### config.mk
export PLATFORM = sky130hd
export DESIGN_NAME = div4_restoring
export DESIGN_NICKNAME = d
export VERILOG_FILES = /design/src/rtl/div4_restoring_pkg.sv /design/src/rtl/div4_restoring_subt.sv /design/src/rtl/div4_restoring.sv
export SDC_FILE = /design/constraint.sdc
export NUM_CORES = 1
export LEC_CHECK = 0
export BUFFER_PORTS_ARGS = -buffer_cell sky130_fd_sc_hd__buf_2
export CAP_MARGIN = 40
export CORE_ASPECT_RATIO = 0.9
export CORE_MARGIN = 10
export CORE_UTILIZATION = 53
export DETAILED_ROUTE_END_ITERATION = 10
export PLACE_DENSITY = 0.76
export SYNTH_ARGS = -nofsm -noshare
export SYNTH_HDL_FRONTEND = slang
export SYNTH_SLANG_ARGS = --single-unit
export TNS_END_PERCENT = 10
### constraint.sdc
create_clock -name Clk -period 2.36 [get_ports Clk]
set_input_delay 0.354 -clock Clk [delete_from_list [all_inputs] [get_ports Clk]]
set_output_delay 0.354 -clock Clk [all_outputs]
set_load 0.05 [all_outputs]
### src/rtl/div4_restoring_pkg.sv
// Shared constants for the 4-bit restoring divider: datapath width,
// divide-by-zero quotient and FSM state encoding.
package div4_restoring_pkg;

  localparam int WIDTH = 4;
  localparam logic [WIDTH-1:0] DIV_ZERO_QUOTIENT = 4'hF;

  typedef enum logic [1:0] {
    IDLE = 2'd0,
    RUN  = 2'd1,
    DONE = 2'd2
  } state_t;

endpackage

### src/rtl/div4_restoring_subt.sv
// 4-bit subtractor: D = A - B, with Bout set when A < B (a borrow out of the MSB).
module subt
  import div4_restoring_pkg::*;
(
  input  logic [WIDTH-1:0] A,
  input  logic [WIDTH-1:0] B,
  output logic [WIDTH-1:0] D,
  output logic             Bout
);

  assign {Bout, D} = {1'b0, A} - {1'b0, B};

endmodule

### src/rtl/div4_restoring.sv
// Sequential 4-bit unsigned restoring divider: one shift/subtract/restore step
// per clock, with a start/done handshake and a divide-by-zero flag.
//
// Handshake: Start is sampled only in IDLE; a Start seen in RUN or DONE is
// dropped. Done is high for exactly one cycle. Quotient, Remainder and DivZero
// are valid from that cycle and are held until the next accepted Start.
module div4_restoring
  import div4_restoring_pkg::*;
(
  input  logic             Clk,
  input  logic             Rst,
  input  logic             Start,
  input  logic [WIDTH-1:0] Dividend,
  input  logic [WIDTH-1:0] Divisor,
  output logic             Busy,
  output logic             Done,
  output logic [WIDTH-1:0] Quotient,
  output logic [WIDTH-1:0] Remainder,
  output logic             DivZero,
  output logic [1:0]       state_dbg
);

  state_t           state, state_n;
  logic [WIDTH-1:0] r_reg, r_n;
  logic [WIDTH-1:0] q_reg, q_n;
  logic [WIDTH-1:0] m_reg, m_n;
  logic [1:0]       count, count_n;
  logic [WIDTH-1:0] quotient_n, remainder_n;
  logic             divzero_n;

  logic [WIDTH-1:0] rs, qs, diff;
  logic             borrow;
  logic [WIDTH-1:0] trial_r, trial_q;

  // R never exceeds the dividend prefix consumed so far, so a 4-bit Rs is exact.
  assign rs = (r_reg << 1) | {{(WIDTH-1){1'b0}}, q_reg[WIDTH-1]};
  assign qs = q_reg << 1;

  subt u_subt (
    .A    (rs),
    .B    (m_reg),
    .D    (diff),
    .Bout (borrow)
  );

  assign trial_r = borrow ? rs : diff;
  assign trial_q = borrow ? qs : (qs | {{(WIDTH-1){1'b0}}, 1'b1});

  always_ff @(posedge Clk) begin
    if (Rst) begin
      state     <= IDLE;
      r_reg     <= '0;
      q_reg     <= '0;
      m_reg     <= '0;
      count     <= '0;
      Quotient  <= '0;
      Remainder <= '0;
      DivZero   <= 1'b0;
    end else begin
      state     <= state_n;
      r_reg     <= r_n;
      q_reg     <= q_n;
      m_reg     <= m_n;
      count     <= count_n;
      Quotient  <= quotient_n;
      Remainder <= remainder_n;
      DivZero   <= divzero_n;
    end
  end

  always_comb begin
    state_n     = state;
    r_n         = r_reg;
    q_n         = q_reg;
    m_n         = m_reg;
    count_n     = count;
    quotient_n  = Quotient;
    remainder_n = Remainder;
    divzero_n   = DivZero;
    case (state)
      IDLE: begin
        if (Start) begin
          m_n       = Divisor;
          q_n       = Dividend;
          r_n       = '0;
          count_n   = '0;
          divzero_n = 1'b0;
          if (Divisor == '0) begin
            state_n     = DONE;
            quotient_n  = DIV_ZERO_QUOTIENT;
            remainder_n = Dividend;
            divzero_n   = 1'b1;
          end else begin
            state_n = RUN;
          end
        end
      end
      RUN: begin
        r_n     = trial_r;
        q_n     = trial_q;
        count_n = count + 2'd1;
        // The fourth iteration publishes its own result directly.
        if (count == 2'd3) begin
          state_n     = DONE;
          quotient_n  = trial_q;
          remainder_n = trial_r;
        end
      end
      DONE:    state_n = IDLE;
      default: state_n = IDLE;
    endcase
  end

  assign Busy      = (state == RUN);
  assign Done      = (state == DONE);
  assign state_dbg = state;

endmodule
==> summary.txt <==
Outcome
  • Status: finished clean

Finish
  • Layout cells sized above 1: 0.216
  • Antenna diode count: 0
  • P&R area growth vs syn: 11.8%
  • Final Net Count: 181

Clock network
  • CTS sink cnt: 24
  • CTS H-tree lvls: 1
  • Root Buffer: clkbuf_4
  • Postcts setup bufs: 0
  • TritonCTS clock tree: built
  • Hold Buf Count CTS: 0
  • # resized after CTS: 0
  • Clock Path Buffers: 2
  • Clk slew on worst S/H paths: 0.12 ns
  • Worst skew pair latency: 0.32 ns
  • Num CTS Buffers: 3

Critical path
  • Worst setup EP type: primary output
  • Data required, critical path: 2.01 ns
  • Worst-path maximum fanout: 14
  • Critical Path AT: 1.60 ns
  • CP Class: flip-flop to primary output
  • Worst Setup Start Kind: flip-flop

Yosys
  • Synthesis Warnings: 0
  • Area of the mapped netlist: 0.00119 mm^2
  • Synthesized Nets: 158
  • Netlist cell types: 40
  • Register area share after synthesis: 0.403
  • Async set-or-reset flop fraction in the synthesized netlist: 0
  • Post-synth top area share: 0.403
  • Post-Synthesis Cells: 141
  • Largest area contributor in the netlist: dfxtp_1
  • Primary FF master, synth: dfxtp_1
  • Seq cells post-synth: 24
  • Top cells by area, synth: dfxtp_1, nand2_1, a21oi_1, ha_1, nor2_1
  • EDFF count, synth: 0
  • Synthesized area per cell: 8.45 um^2

Hold path
  • HP Class: primary input to flip-flop

Power and ir drop
  • Worst IR Drop VDD: 0.387 mV
  • Leakage: 0.000584 uW
  • Pwr dens: 612 mW/mm^2

Global routing
  • Global-route wire length before repair: 4.52 mm
  • Antenna violations before repair: 0
  • Total track usage: 0.117
  • Largest net degree at the start of global routing: 21
  • Vias in the first global route: 1020
  • Total congestion overflow: 0

Floorplanning
  • Die width: 70.0 um
  • Die footprint: 0.00455 mm^2
  • Die H: 65.0 um
  • Initial core utilization: 0.551
  • Ports: 24
  • Row count: 16
  • Core Area: 0.00216 mm^2

STA
  • Skew final: 0.00461 ns
  • Fin crit period: 1.96 ns
  • RSZ-0062 raised after global routing: no
  • Final Hold Vio Count: 0
  • Fin crit share: 0.830
  • Fmax: 0.511 GHz
  • Slew margin rel.: 0.661
  • Slew @ Worst Pin: 0.507 ns
  • Fin worst setup slack: 0.402 ns
  • Fin Setup TNS: 0 ns
  • # setup viols final: 0
  • Slew Viols, Final: 0

Drt
  • Post-route ant nets: 0
  • DR pass1 iterations: 4
  • Vias per Instance: 5.59
  • Vias after detailed routing: 1056
  • WL per Instance: 14.3 um
  • Residual DRC count: 0
  • Final WL: 2.71 mm
  • Iter 0 DRT Violations: 60

Placement
  • I/O Buffers: 23
  • GPL Wtd Cong: 0.799
  • Detailed Place HPWL: 2.10 mm
  • Setup WS pre-CTS: 0.535 ns

Job
  • Max_cap viols: 0
==> routing by layer <==
layer | routed length [um] | up-vias | track usage
met4 | 45 | 0 | 0.0542
li1 | - | 541 | -
met1 | 1230 | 484 | 0.144
met3 | 122 | 5 | 0.0244
met5 | 0 | - | 0
met2 | 1310 | 26 | 0.190
==> path summary, 6_finish.rpt <==
check	start	endpoint	slack (ns)	depth (start not counted)
max	state_dbg[1]	Busy	0.40	3
min	Divisor[0]	m_reg[0]	0.28	3
max reg2reg	q_reg[3]	Remainder[3]	0.49	8
min reg2reg	m_reg[3]	m_reg[3]	0.47	2
==> power by group <==
part	total [uW]	switching, uW	internal (uW)
clock network	182	122	59.9
registers	444	16.6	427
logic	189	124	65.0
==> placed cells by master, fill, tap and decap left out, types with 3 or more instances in the layout <==
cell	count
nand2_1	24
clkbuf_4	3
ha_1	5
nand2b_1	3
nor2_1	16
a31oi_1	4
dfxtp_1	24
buf_2	23
nand3_1	3
inv_1	8
a311oi_1	3
a211oi_2	3
a21oi_1	13
o21ai_1	3
==> cells in the mapped netlist (all sizes together) (2+ instances only) <==
cell type,count
ha,5
clkbuf,2
buf,3
a311oi,3
a211oi,4
a21oi,13
dfxtp,24
a31oi,4
o211ai,2
and3,2
inv,9
nand2,24
o21ai,4
nand2b,3
nor2,16
nand3,3
nor2b,2
==> critical path, stage by stage, from the launching register on <==
cell and delay (ns):
dfxtp_1 0.37, nand2b_1 0.32, inv_2 0.28, buf_2 0.31
==> logic make-up after synthesis <==
family	count (synthesis)	synth area share
xor+xnor	1	0.00735
mux	1	0.00840
compound gates	38	0.229
buf+inv	14	0.0546
flops	24	0.403
fa+ha+maj	6	0.0693
simple gates	57	0.228
==> stage by stage <==
| step | instance area (um^2) | util | total power (uW) | instances | hold WS, ns |
|---|---|---|---|---|---|
| after CTS | 1330 | 0.616 | 818 | 189 | 0.274 |
| after detailed placement | 1310 | 0.605 | 641 | 186 | 0.451 |
| after global routing | 1330 | 0.616 | 855 | 189 | 0.287 |
| final | 1330 | 0.616 | 815 | 189 | 0.280 |
| after global placement | 1310 | 0.605 | 634 | 186 | 0.443 |
| after floorplan | 1190 | - | 596 | 141 | 0.436 |
==> area by class of cell <==
class,instances,area (um^2)
inverters,9,33.8
flip-flops and latches,24,480
fillers,196,831
repair buffers,23,115
multi-input cells,103,646
well taps,27,33.8
clock buffers,3,22.5
Power figures use the tool's default switching activity.
